===== src/rtl/emulib_scan_dma_ctrl_if.sv =====
// emulib_scan_dma_ctrl_if: CSR, scan-chain and DMA stream signals of the scan checkpoint controller
interface emulib_scan_dma_ctrl_if #(
  parameter int DATA_WIDTH = 64,
  parameter int ADDR_WIDTH = 32,
  parameter int CNT_WIDTH  = 32
);
  logic                  ctrl_wen;
  logic [5:0]            ctrl_waddr;
  logic [31:0]           ctrl_wdata;
  logic                  ctrl_ren;
  logic [5:0]            ctrl_raddr;
  logic [31:0]           ctrl_rdata;
  logic                  ff_se;
  logic [DATA_WIDTH-1:0] ff_di;
  logic [DATA_WIDTH-1:0] ff_do;
  logic                  ram_sr;
  logic                  ram_se;
  logic                  ram_sd;
  logic [DATA_WIDTH-1:0] ram_di;
  logic [DATA_WIDTH-1:0] ram_do;
  logic                  cmd_valid;
  logic                  cmd_ready;
  logic                  cmd_dir;
  logic [ADDR_WIDTH-1:0] cmd_addr;
  logic [CNT_WIDTH-1:0]  cmd_count;
  logic                  rd_valid;
  logic                  rd_ready;
  logic [DATA_WIDTH-1:0] rd_data;
  logic                  wr_valid;
  logic                  wr_ready;
  logic [DATA_WIDTH-1:0] wr_data;
  logic                  dma_idle;
  logic                  dma_err;
  modport master (
    input  ctrl_wen, ctrl_waddr, ctrl_wdata, ctrl_ren, ctrl_raddr, ff_do, ram_do,
           cmd_ready, rd_valid, rd_data, wr_ready, dma_idle, dma_err,
    output ctrl_rdata, ff_se, ff_di, ram_sr, ram_se, ram_sd, ram_di,
           cmd_valid, cmd_dir, cmd_addr, cmd_count, rd_ready, wr_valid, wr_data
  );
  modport slave (
    output ctrl_wen, ctrl_waddr, ctrl_wdata, ctrl_ren, ctrl_raddr, ff_do, ram_do,
           cmd_ready, rd_valid, rd_data, wr_ready, dma_idle, dma_err,
    input  ctrl_rdata, ff_se, ff_di, ram_sr, ram_se, ram_sd, ram_di,
           cmd_valid, cmd_dir, cmd_addr, cmd_count, rd_ready, wr_valid, wr_data
  );
endinterface


===== src/rtl/emulib_scan_dma_ctrl.sv =====
// emulib_scan_dma_ctrl: moves FF and RAM scan-chain contents to/from host memory over a stream DMA
module emulib_scan_dma_ctrl #(
  parameter int DATA_WIDTH = 64,
  parameter int ADDR_WIDTH = 32,
  parameter int FF_COUNT   = 0,
  parameter int MEM_COUNT  = 0,
  parameter int CNT_WIDTH  = 32
) (
  input logic host_clk,
  input logic host_rst_n,
  emulib_scan_dma_ctrl_if.master bus
);
  localparam logic [3:0] S_IDLE = 4'd0, S_CMD = 4'd1, S_FF_RST = 4'd2, S_FF_SCAN = 4'd3,
    S_RAM_RST = 4'd4, S_RAM_PREP1 = 4'd5, S_RAM_PREP2 = 4'd6, S_RAM_SCAN = 4'd7,
    S_DRAIN = 4'd8, S_DONE = 4'd9;
  localparam logic [CNT_WIDTH-1:0] TOTAL = CNT_WIDTH'(FF_COUNT + MEM_COUNT);
  localparam logic [CNT_WIDTH-1:0] FF_LAST = CNT_WIDTH'(FF_COUNT - 1);
  localparam logic [CNT_WIDTH-1:0] MEM_LAST = CNT_WIDTH'(MEM_COUNT - 1);
  localparam logic [CNT_WIDTH-1:0] ONE = CNT_WIDTH'(1);
  logic [3:0] state_q, state_d;
  logic dir_q, dir_d, done_q, done_d, abrt_q, abrt_d, err_q, err_d, abort_q, abort_d;
  logic [31:0] base_lo_q, base_lo_d, base_hi_q, base_hi_d;
  logic [CNT_WIDTH-1:0] prog_q, prog_d, ff_cnt_q, ff_cnt_d, ram_cnt_q, ram_cnt_d;
  logic busy, wr_ctrl, wr_stat, start, abort_req, ab, scan, beat, fin;
  assign busy = state_q != S_IDLE;
  assign wr_ctrl = bus.ctrl_wen && bus.ctrl_waddr == 6'h00;
  assign wr_stat = bus.ctrl_wen && bus.ctrl_waddr == 6'h04;
  assign start = wr_ctrl && !busy && bus.ctrl_wdata[0];
  assign abort_req = wr_ctrl && busy && bus.ctrl_wdata[2];
  assign ab = abort_q || abort_req;
  assign scan = state_q == S_FF_SCAN || state_q == S_RAM_SCAN;
  assign beat = scan && (dir_q ? bus.rd_valid : bus.wr_ready);
  assign fin = state_q == S_DRAIN && bus.dma_idle;
  always_comb begin
    state_d = state_q;
    case (state_q)
      S_IDLE:      state_d = !start ? S_IDLE : (TOTAL == '0) ? S_DONE : S_CMD;
      S_CMD:       state_d = !bus.cmd_ready ? S_CMD : ab ? S_DRAIN : S_FF_RST;
      S_FF_RST:    state_d = ab ? S_DRAIN : (FF_COUNT == 0) ? S_RAM_RST : S_FF_SCAN;
      S_FF_SCAN:   state_d = ab ? S_DRAIN : (beat && ff_cnt_q == FF_LAST) ? S_RAM_RST : S_FF_SCAN;
      S_RAM_RST:   state_d = (ab || MEM_COUNT == 0) ? S_DRAIN : dir_q ? S_RAM_SCAN : S_RAM_PREP1;
      S_RAM_PREP1: state_d = ab ? S_DRAIN : S_RAM_PREP2;
      S_RAM_PREP2: state_d = ab ? S_DRAIN : S_RAM_SCAN;
      S_RAM_SCAN:  state_d = (ab || (beat && ram_cnt_q == MEM_LAST)) ? S_DRAIN : S_RAM_SCAN;
      S_DRAIN:     state_d = !bus.dma_idle ? S_DRAIN : ab ? S_IDLE : S_DONE;
      default:     state_d = S_IDLE;
    endcase
  end
  // Status bits: START clears, hardware events set, W1C writes clear
  always_comb begin
    dir_d = (wr_ctrl && !busy) ? bus.ctrl_wdata[1] : dir_q;
    base_lo_d = (bus.ctrl_wen && !busy && bus.ctrl_waddr == 6'h08) ? bus.ctrl_wdata : base_lo_q;
    base_hi_d = (ADDR_WIDTH > 32 && bus.ctrl_wen && !busy && bus.ctrl_waddr == 6'h0C) ? bus.ctrl_wdata : base_hi_q;
    abort_d = (state_d == S_IDLE || state_d == S_DONE) ? 1'b0 : ab;
    done_d = !start && (state_q == S_DONE || (done_q && !(wr_stat && bus.ctrl_wdata[0])));
    abrt_d = !start && ((fin && ab) || (abrt_q && !(wr_stat && bus.ctrl_wdata[2])));
    err_d = !start && ((busy && bus.dma_err) || (err_q && !(wr_stat && bus.ctrl_wdata[3])));
    prog_d = start ? '0 : (beat && prog_q != '1) ? prog_q + ONE : prog_q;
    ff_cnt_d = (state_q == S_FF_RST) ? '0 : (state_q == S_FF_SCAN && beat) ? ff_cnt_q + ONE : ff_cnt_q;
    ram_cnt_d = (state_q == S_RAM_RST) ? '0 : (state_q == S_RAM_SCAN && beat) ? ram_cnt_q + ONE : ram_cnt_q;
  end
  always_ff @(posedge host_clk or negedge host_rst_n) begin
    if (!host_rst_n) begin
      state_q <= S_IDLE;
      dir_q <= 1'b0;
      done_q <= 1'b0;
      abrt_q <= 1'b0;
      err_q <= 1'b0;
      abort_q <= 1'b0;
      base_lo_q <= '0;
      base_hi_q <= '0;
      prog_q <= '0;
      ff_cnt_q <= '0;
      ram_cnt_q <= '0;
    end else begin
      state_q <= state_d;
      dir_q <= dir_d;
      done_q <= done_d;
      abrt_q <= abrt_d;
      err_q <= err_d;
      abort_q <= abort_d;
      base_lo_q <= base_lo_d;
      base_hi_q <= base_hi_d;
      prog_q <= prog_d;
      ff_cnt_q <= ff_cnt_d;
      ram_cnt_q <= ram_cnt_d;
    end
  end
  // Data outputs are gated to zero outside their active states so reset drives every output low
  assign bus.cmd_valid = state_q == S_CMD;
  assign bus.cmd_dir = bus.cmd_valid && dir_q;
  assign bus.cmd_addr = bus.cmd_valid ? ADDR_WIDTH'({base_hi_q, base_lo_q}) : '0;
  assign bus.cmd_count = bus.cmd_valid ? TOTAL : '0;
  assign bus.ff_se = state_q == S_FF_SCAN && beat;
  assign bus.ff_di = (state_q != S_FF_SCAN) ? '0 : dir_q ? bus.rd_data : bus.ff_do;
  assign bus.ram_sr = state_q == S_RAM_RST;
  assign bus.ram_se = state_q == S_RAM_PREP1 || state_q == S_RAM_PREP2 || (state_q == S_RAM_SCAN && beat);
  assign bus.ram_sd = state_q == S_RAM_SCAN && dir_q;
  assign bus.ram_di = bus.ram_sd ? bus.rd_data : '0;
  assign bus.rd_ready = (scan && dir_q) || (state_q == S_DRAIN && abort_q);
  assign bus.wr_valid = scan && !dir_q;
  assign bus.wr_data = !bus.wr_valid ? '0 : (state_q == S_FF_SCAN) ? bus.ff_do : bus.ram_do;
  assign bus.ctrl_rdata = !bus.ctrl_ren ? 32'h0 :
    (bus.ctrl_raddr == 6'h00) ? {30'h0, dir_q, busy} :
    (bus.ctrl_raddr == 6'h04) ? {28'h0, err_q, abrt_q, 1'b0, done_q} :
    (bus.ctrl_raddr == 6'h08) ? base_lo_q :
    (bus.ctrl_raddr == 6'h0C) ? ((ADDR_WIDTH > 32) ? base_hi_q : 32'h0) :
    (bus.ctrl_raddr == 6'h10) ? 32'(prog_q) :
    (bus.ctrl_raddr == 6'h14) ? {16'(MEM_COUNT), 16'(FF_COUNT)} : 32'h0;
endmodule

===== src/flat_wrapper.sv =====
// flat-port wrapper written by rule: the top's interface ports become plain ports
module emulib_scan_dma_ctrl_flat 
#(
  parameter int DATA_WIDTH = 64,
  parameter int ADDR_WIDTH = 32,
  parameter int FF_COUNT   = 0,
  parameter int MEM_COUNT  = 0,
  parameter int CNT_WIDTH  = 32
)
  (host_clk, host_rst_n, bus_ctrl_wen, bus_ctrl_waddr, bus_ctrl_wdata, bus_ctrl_ren, bus_ctrl_raddr, bus_ff_do, bus_ram_do, bus_cmd_ready, bus_rd_valid, bus_rd_data, bus_wr_ready, bus_dma_idle, bus_dma_err, bus_ctrl_rdata, bus_ff_se, bus_ff_di, bus_ram_sr, bus_ram_se, bus_ram_sd, bus_ram_di, bus_cmd_valid, bus_cmd_dir, bus_cmd_addr, bus_cmd_count, bus_rd_ready, bus_wr_valid, bus_wr_data);
  emulib_scan_dma_ctrl_if #(.DATA_WIDTH(DATA_WIDTH), .ADDR_WIDTH(ADDR_WIDTH), .CNT_WIDTH(CNT_WIDTH)) bus_i ();
  input logic host_clk;
  input logic host_rst_n;
  input wire logic [$bits(bus_i.ctrl_wen)-1:0] bus_ctrl_wen;
  input wire logic [$bits(bus_i.ctrl_waddr)-1:0] bus_ctrl_waddr;
  input wire logic [$bits(bus_i.ctrl_wdata)-1:0] bus_ctrl_wdata;
  input wire logic [$bits(bus_i.ctrl_ren)-1:0] bus_ctrl_ren;
  input wire logic [$bits(bus_i.ctrl_raddr)-1:0] bus_ctrl_raddr;
  input wire logic [$bits(bus_i.ff_do)-1:0] bus_ff_do;
  input wire logic [$bits(bus_i.ram_do)-1:0] bus_ram_do;
  input wire logic [$bits(bus_i.cmd_ready)-1:0] bus_cmd_ready;
  input wire logic [$bits(bus_i.rd_valid)-1:0] bus_rd_valid;
  input wire logic [$bits(bus_i.rd_data)-1:0] bus_rd_data;
  input wire logic [$bits(bus_i.wr_ready)-1:0] bus_wr_ready;
  input wire logic [$bits(bus_i.dma_idle)-1:0] bus_dma_idle;
  input wire logic [$bits(bus_i.dma_err)-1:0] bus_dma_err;
  output wire logic [$bits(bus_i.ctrl_rdata)-1:0] bus_ctrl_rdata;
  output wire logic [$bits(bus_i.ff_se)-1:0] bus_ff_se;
  output wire logic [$bits(bus_i.ff_di)-1:0] bus_ff_di;
  output wire logic [$bits(bus_i.ram_sr)-1:0] bus_ram_sr;
  output wire logic [$bits(bus_i.ram_se)-1:0] bus_ram_se;
  output wire logic [$bits(bus_i.ram_sd)-1:0] bus_ram_sd;
  output wire logic [$bits(bus_i.ram_di)-1:0] bus_ram_di;
  output wire logic [$bits(bus_i.cmd_valid)-1:0] bus_cmd_valid;
  output wire logic [$bits(bus_i.cmd_dir)-1:0] bus_cmd_dir;
  output wire logic [$bits(bus_i.cmd_addr)-1:0] bus_cmd_addr;
  output wire logic [$bits(bus_i.cmd_count)-1:0] bus_cmd_count;
  output wire logic [$bits(bus_i.rd_ready)-1:0] bus_rd_ready;
  output wire logic [$bits(bus_i.wr_valid)-1:0] bus_wr_valid;
  output wire logic [$bits(bus_i.wr_data)-1:0] bus_wr_data;
  assign bus_i.ctrl_wen = bus_ctrl_wen;
  assign bus_i.ctrl_waddr = bus_ctrl_waddr;
  assign bus_i.ctrl_wdata = bus_ctrl_wdata;
  assign bus_i.ctrl_ren = bus_ctrl_ren;
  assign bus_i.ctrl_raddr = bus_ctrl_raddr;
  assign bus_i.ff_do = bus_ff_do;
  assign bus_i.ram_do = bus_ram_do;
  assign bus_i.cmd_ready = bus_cmd_ready;
  assign bus_i.rd_valid = bus_rd_valid;
  assign bus_i.rd_data = bus_rd_data;
  assign bus_i.wr_ready = bus_wr_ready;
  assign bus_i.dma_idle = bus_dma_idle;
  assign bus_i.dma_err = bus_dma_err;
  assign bus_ctrl_rdata = bus_i.ctrl_rdata;
  assign bus_ff_se = bus_i.ff_se;
  assign bus_ff_di = bus_i.ff_di;
  assign bus_ram_sr = bus_i.ram_sr;
  assign bus_ram_se = bus_i.ram_se;
  assign bus_ram_sd = bus_i.ram_sd;
  assign bus_ram_di = bus_i.ram_di;
  assign bus_cmd_valid = bus_i.cmd_valid;
  assign bus_cmd_dir = bus_i.cmd_dir;
  assign bus_cmd_addr = bus_i.cmd_addr;
  assign bus_cmd_count = bus_i.cmd_count;
  assign bus_rd_ready = bus_i.rd_ready;
  assign bus_wr_valid = bus_i.wr_valid;
  assign bus_wr_data = bus_i.wr_data;
  emulib_scan_dma_ctrl #(.DATA_WIDTH(DATA_WIDTH), .ADDR_WIDTH(ADDR_WIDTH), .FF_COUNT(FF_COUNT), .MEM_COUNT(MEM_COUNT), .CNT_WIDTH(CNT_WIDTH)) u_core (.host_clk(host_clk), .host_rst_n(host_rst_n), .bus(bus_i));
endmodule

===== config.mk =====
export PLATFORM = sky130hd
export DESIGN_NAME = emulib_scan_dma_ctrl_flat
export DESIGN_NICKNAME = d
export VERILOG_FILES = /design/src/rtl/emulib_scan_dma_ctrl_if.sv /design/src/rtl/emulib_scan_dma_ctrl.sv /design/src/flat_wrapper.sv
export SDC_FILE = /design/constraint.sdc
export NUM_CORES = 1
export LEC_CHECK = 0
export BUFFER_PORTS_ARGS = -buffer_cell sky130_fd_sc_hd__buf_4
export CAP_MARGIN = 15
export CELL_PAD_IN_SITES_DETAIL_PLACEMENT = 0
export CELL_PAD_IN_SITES_GLOBAL_PLACEMENT = 1
export CORE_AREA = 2 2 210 212
export DETAILED_ROUTE_END_ITERATION = 6
export DIE_AREA = 0 0 212 214
export PLACE_DENSITY = 0.66
export SYNTH_ARGS = -nofsm -noshare
export SYNTH_HDL_FRONTEND = slang
export SYNTH_SLANG_ARGS = --single-unit

===== constraint.sdc =====
create_clock -name host_clk -period 3.67 [get_ports host_clk]
set_clock_uncertainty 0.05 [all_clocks]
set_input_delay 0.5505 -clock host_clk [delete_from_list [all_inputs] [get_ports host_clk]]
set_output_delay 0.5505 -clock host_clk [all_outputs]
set_load 0.05 [all_outputs]

==> results of run 1 <==
-- per-stage QoR --
stage               instance area (µm²)  setup WS, ns  util [%]  hold WS [ns]
finish                            15300         0.351      35.6         0.282
global route                      15300         0.189      35.6         0.284
CTS                               15300         0.298      35.6         0.264
detailed placement                14700         0.574      34.3         0.462
global placement                  14700         0.650      34.3         0.451
floorplan                         10300         0.475         -         0.205
-- worst max-delay path: stages (launching register included) --
cell and delay, ns:
dfrtp_1 0.71, nand4bb_4 0.48, buf_12 0.28, nand2_1 0.08, a21oi_1 0.43, buf_4 0.30
-- area by class of cell --
cell class              instances  area (µm²)  area share (%)
multi-input cells            1045        6290            41.2
well taps                     585         732            4.79
flip-flops and latches        137        3430            22.5
clock inverters                13         123           0.803
inverters                      18        67.6           0.442
clock buffers                  19         453            2.97
repair buffers                546        4180            27.3
-- layer usage --
metal / track usage, % / wire [µm]
met1: 29.0 / 21900
met2: 39.4 / 26600
met3: 5.67 / 3960
met4: 6.69 / 1420
met5: 0 / 103
-- registers in the layout, indices dropped and copies added (netlist names) --
register          flops
u_core.abrt_q         1
u_core.ff_cnt_q      32
u_core.done_q         1
u_core.prog_q        32
u_core.state_q        4
u_core.ram_cnt_q     32
u_core.dir_q          1
u_core.base_lo_q     32
u_core.abort_q        1
u_core.err_q          1
-- power breakdown --
group | leakage [µW] | switching [µW] | internal (µW)
registers | 0.00187 | 170 | 1660
logic | 0.00504 | 995 | 638
clock network | 0.000272 | 730 | 972
-- synthesized netlist by cell type, types with 4 or more instances --
master    instances
nand2b_1          5
nand3_1          47
and4_1            9
and2_1          103
buf_4            32
nand2_1         181
o21ai_0          26
nor3_1           15
o211ai_1          9
dfrtp_1         137
and3_1           10
mux2i_1          65
buf_2            16
o31ai_1           8
nor2_1          162
xor2_1           35
buf_1             8
a21oi_1          97
a31oi_1           5
or3_1            26
nor4_1           16
or2_2             5
xnor2_1          13
clkbuf_1         59
or4_1            11
a22oi_1          29
mux2_2           36
inv_1            17
a222oi_1          4
nand4_1          36
-- cell families (layout without fill, tap and decap cells) --
family          Yosys count  after routing
compound gates          209            209
xor+xnor                 48             48
fa+ha+maj                 3              3
buf+inv                 135            596
flops                   137            137
mux                     101            101
other cells               1             32
simple gates            652            652
-- final timing paths --
check                                           from                    to  cells past startpoint
worst max register to register     u_core.state_q[2]   u_core.ff_cnt_q[18]                      5
worst min register to register  u_core.ram_cnt_q[12]  u_core.ram_cnt_q[12]                      2
worst min-delay path               bus_ctrl_wdata[0]         u_core.done_q                      2
max in group asynchronous                 host_rst_n          u_core.dir_q                      3
worst max-delay path               u_core.state_q[2]       bus_wr_data[44]                      5
min in group asynchronous                 host_rst_n  u_core.base_lo_q[11]                      2
-- what timing repair did --
item / in CTS / in global routing
hold buffers: 1 / 0
setup endpoints to repair: 0 / 0
endpoints found under the hold margin: 13 / 0
setup buffers: 0 / 0
==> flow_summary.json, run 1 <==
{
  "startpoint_type": "flop",
  "clkLatencyLatePin_ns": 0.43,
  "setup_violations": 0,
  "initial_utilization_pct": 23.8,
  "power_density_nw_per_um2": 338,
  "layout-drive-gt1-share_pct": 36.5,
  "core_area_um2": 42900,
  "regToRegSetupSlack_ns": 0.95,
  "clk_pin_slew_ns": 0.07,
  "clock_sinks": 137,
  "grt_start_max_net_pins": 80,
  "vias": 11500,
  "track_usage_pct": 23.2,
  "final_common_cell": "buf_4",
  "synth_compound_area_share_pct": 13.0,
  "worstPathArrival_ns": 2.72,
  "ys_types": 70,
  "yosysWarnings": 0,
  "rsz0062_at_grt": "false",
  "port_buffers": 508,
  "hpwl_um": 44300,
  "routed_wl_um": 54100,
  "post-route-period-util_pct": 90.4,
  "nets": 2013,
  "power.static_leakage_uw": 0.00718,
  "n_fill_cell": 4564,
  "cts_root_buffer": "clkbuf_16",
  "setup.worst_path.class": "flop to output pin",
  "status": "complete, no violations",
  "required_ns": 3.07,
  "die_x_um": 212,
  "ys_seq_area_share_pct": 33.6,
  "post_cts_resized": 0,
  "dp_cells": 2330,
  "yosys.area_share.simple_pct": 32.1,
  "routedWlPerCell_um": 22.9,
  "yosys.area.top_type_share_pct": 33.6,
  "finalCriticalPeriod_ns": 3.32,
  "synth_mux_area_share_pct": 10.4,
  "finalPower_uw": 5170,
  "drc_errors": 0,
  "drt-pass1-iter-count": 5,
  "worstPathMaxFanout": 48,
  "syn2layout_area_growth_pct": 49.8,
  "cts_max_level": 4,
  "worst_pin_slew_ns": 0.813,
  "hold_class": "input port to flop",
  "globalplace.congestion": 0.999,
  "first_global_vias": 11200,
  "grt_pass1_wl_um": 77600,
  "synth_xor_area_share_pct": 4.12,
  "layout_common_cells": "buf_4, nand2_1, nor2_1, dfrtp_1, and2_1",
  "vias_per_cell": 4.86,
  "drt_first_iter_violations": 868,
  "slew_violations": 0,
  "antenna_found_initial": 9,
  "synth-edff-count": 0,
  "synthAdderAreaFrac_pct": 0.368,
  "synthCells": 1286,
  "die-area_um2": 45400,
  "synth.area.top_cells": "dfrtp_1, nand2_1, mux2i_1",
  "ys.flop_type": "dfrtp_1",
  "synth-seq-cells": 137,
  "cts_buffer_depth": 2,
  "cts_tree": "built",
  "max_freq_mhz": 301,
  "end_kind": "output pin",
  "ant_nets": 0,
  "synth_top_area_cell": "dfrtp_1",
  "fin_cells": 2363,
  "max_cap_violations": 0,
  "grt_remaining_overflow": 0,
  "die_h_um": 214,
  "syn_area_um2": 10200,
  "finalSetupTns_ns": 0,
  "avgSynthCellArea_um2": 7.93,
  "synthArstFlopShare_pct": 100,
  "hold_viol": 0,
  "relSlewSlack_pct": 45.8,
  "rows": 76,
  "io_pins": 541,
  "antenna_cells": 0,
  "synth_top_family_by_area": "simple AND/OR/NAND/NOR gates",
  "cts_made_buffers": 17,
  "vdd_drop_max_mv": 0.370
}
Power figures use the tool's default switching activity.
==> inputs of run 2 (changes only) <==
--- a/config.mk
+++ b/config.mk
@@ -5,14 +5,15 @@
 export SDC_FILE = /design/constraint.sdc
 export NUM_CORES = 1
 export LEC_CHECK = 0
+export ABC_AREA = 1
 export BUFFER_PORTS_ARGS = -buffer_cell sky130_fd_sc_hd__buf_4
 export CAP_MARGIN = 15
 export CELL_PAD_IN_SITES_DETAIL_PLACEMENT = 0
 export CELL_PAD_IN_SITES_GLOBAL_PLACEMENT = 1
-export CORE_AREA = 2 2 210 212
+export CORE_AREA = 2 2 213 215
 export DETAILED_ROUTE_END_ITERATION = 6
-export DIE_AREA = 0 0 212 214
-export PLACE_DENSITY = 0.66
+export DIE_AREA = 0 0 215 217
+export PLACE_DENSITY = 0.69
 export SYNTH_ARGS = -nofsm -noshare
 export SYNTH_HDL_FRONTEND = slang
 export SYNTH_SLANG_ARGS = --single-unit
==> run 2 against run 1 <==
Non-clock buffer count fell by 19; synthesized area rose by 6.1%; final cell count rose by 19%; power rose by 19%; maximum frequency rose by 0.23%; final area rose by 3.0%; critical path depth rose by 1; clock power rose by 4%; flip-flop and latch count did not move.
==> flow_summary.json, run 2 <==
{
  "post-synth-top-count-cell": "nor2_1",
  "drt_first_iter_violations": 980,
  "first_global_vias": 12300,
  "grt_start_max_net_pins": 79,
  "routed_wl_um": 53200,
  "core_area_um2": 44700,
  "port_buffers": 508,
  "synth_common_cells": "nor2_1, inv_1, a21oi_1",
  "setup_violations": 0,
  "required_ns": 3.07,
  "place_area_um2": 15100,
  "routedWlPerCell_um": 19.0,
  "rows": 78,
  "slew_violations": 0,
  "cts_max_level": 4,
  "worst_path_max_delay_cell": "nor2_4",
  "drc_errors": 0,
  "hold_viol": 0,
  "syn2layout_area_growth_pct": 45.5,
  "p_int_uw": 3580,
  "ys.flop_type": "dfrtp_1",
  "post_cts_resized": 0,
  "die_h_um": 217,
  "crit_chain": "nand3_2 -> nor2_4 -> buf_4 -> o21ai_0 -> a21oi_1 -> buf_4",
  "finalSetupTns_ns": 0,
  "grt_pass1_wl_um": 77500,
  "track_usage_pct": 22.0,
  "end_kind": "output pin",
  "worst_pin_slew_ns": 0.839,
  "vdd_drop_max_mv": 0.272,
  "cts_made_buffers": 17,
  "die_x_um": 215,
  "hold_class": "input port to async pin",
  "combPwrFrac_pct": 39.3,
  "grt_remaining_overflow": 0,
  "io_pins": 541,
  "vias_per_cell": 4.59,
  "relSlewSlack_pct": 44.1,
  "rsz0062_at_grt": "false",
  "dp_cells": 2774,
  "crit_top_cell": "buf_4",
  "initial_utilization_pct": 24.2,
  "cpPeakStageDelay_ns": 0.47,
  "pwr-share-clk_pct": 28.9,
  "clock_sinks": 137,
  "power.static_leakage_uw": 0.00816,
  "regToRegSetupSlack_ns": 1.24,
  "switching_power_uw": 2550,
  "fin_cells": 2808,
  "worstPathArrival_ns": 2.71,
  "worstPathMaxFanout": 27,
  "status": "complete, no violations",
  "nets": 2441,
  "startpoint": "u_core.state_q[0]",
  "clk_pin_slew_ns": 0.06,
  "power_density_nw_per_um2": 390,
  "layout_common_cells": "buf_4, nor2_1, inv_1, a21oi_1, nand2_1",
  "yosysWarnings": 0,
  "antenna_found_initial": 16,
  "p_seq_share_pct": 31.9,
  "synth-edff-count": 0,
  "fin_hold_ws_ns": 0.0453,
  "max_freq_mhz": 302,
  "ys_seq_area_share_pct": 31.7,
  "final_common_cell": "buf_4",
  "cts_buffer_depth": 2,
  "synthArstFlopShare_pct": 100,
  "drt-pass1-iter-count": 5,
  "design_area_um2": 15700,
  "setup_slack_ns": 0.358,
  "synth_top_area_cell": "dfrtp_1",
  "hpwl_um": 43700,
  "finalCriticalPeriod_ns": 3.31,
  "synth-seq-cells": 137,
  "clkLatencyLatePin_ns": 0.43,
  "synthCells": 1722,
  "syn_area_um2": 10800,
  "setup.worst_path.class": "flop to output pin",
  "postCtsSetupRepairBufs": 0,
  "startpoint_type": "flop",
  "place_ws_ns": 0.805,
  "n_fill_cell": 4982,
  "cts_hold_buf": 0,
  "ant_nets": 0,
  "globalplace.congestion": 0.998,
  "yosys.area.top_type_share_pct": 31.7,
  "synth.area.top_cells": "dfrtp_1, nor2_1, inv_1",
  "rr_startpoint": "u_core.state_q[0]",
  "ys_types": 52,
  "avgSynthCellArea_um2": 6.28,
  "vias": 12900,
  "cts_tree": "built",
  "layout-drive-gt1-share_pct": 28.8,
  "die-area_um2": 46700,
  "p_sw_share_pct": 41.6,
  "cts_root_buffer": "clkbuf_16",
  "post-route-period-util_pct": 90.2,
  "max_cap_violations": 0
}
run 2: cell count changes after synthesis, moves of 13 or more:
| cell | change |
|---|---|
| o22ai_1 | +29 |
| and2_1 | -102 |
| or3_1 | -26 |
| inv_1 | +305 |
| xor2_1 | -29 |
| a21oi_1 | +97 |
| nor3_1 | +29 |
| o21ai_0 | +97 |
| a22oi_1 | -29 |
| nor2_1 | +205 |
| mux2i_1 | -65 |
| xnor2_1 | -13 |
run 2: cell type report:
| class | instances | area [µm²] | share of cell area, % |
|---|---|---|---|
| Multi-Input combinational cell | 1178 | 5720 | 36.4 |
| Tap cell | 600 | 751 | 4.77 |
| Sequential cell | 137 | 3430 | 21.8 |
| Antenna cell | 3 | 7.51 | 0.0477 |
| Inverter | 332 | 1250 | 7.93 |
| Clock buffer | 18 | 439 | 2.79 |
| Clock inverter | 13 | 154 | 0.978 |
| Timing Repair Buffer | 527 | 3980 | 25.3 |
run 2: through the flow:
step,utilization (%),power (µW)
global placement,33.9,4370
detailed placement,33.9,4390
floorplan,-,3550
finish,35.2,6130
global route,35.2,6530
CTS,35.2,6190
run 2: logic make-up (layout without fill, tap and decap cells):
group | Yosys count | in the layout | synth area share (%)
other cells | 1 | 35 | 0.0347
flops | 137 | 137 | 31.7
fa+ha+maj | 3 | 3 | 0.347
xor+xnor | 6 | 6 | 0.486
mux | 28 | 28 | 2.91
buf+inv | 438 | 890 | 16.6
simple gates | 723 | 723 | 29.1
compound gates | 386 | 386 | 18.8
run 2: worst paths after layout:
check	end	cells after the start
setup / recovery	bus_wr_data[16]	6
hold / removal	u_core.base_lo_q[14]	1
setup reg to reg	u_core.ff_cnt_q[28]	10
hold reg to reg	u_core.base_lo_q[2]	2
max in group asynchronous	u_core.ff_cnt_q[22]	2
min in group host_clk	u_core.base_lo_q[14]	2
run 2: critical path, delay by kind of cell (launching register included):
| family | cells | cell delay (ns) |
|---|---|---|
| AND/OR/NAND/NOR | 2 | 0.68 |
| AO/OA/AOI/OAI | 2 | 0.46 |
| flip-flops | 1 | 0.45 |
| buffers and inverters | 2 | 0.69 |
run 2: per-layer routing:
layer	vias to the layer above	GRT usage (%)	part of all wire [%]
li1	6356	-	-
met1	5986	28.2	43
met2	464	36.6	47
met3	60	6.81	8.2
met4	24	4.18	1.4
met5	-	0	0.30
run 2: power groups by stage:
stage	sequential, µW	combinational, µW	clock (µW)
6_report	1950	2410	1770
3_5_place_dp	1980	2410	0
4_1_cts	1950	2420	1820
5_1_grt	1990	2660	1880
3_3_place_gp	1970	2400	0
2_1_floorplan	1890	1650	0
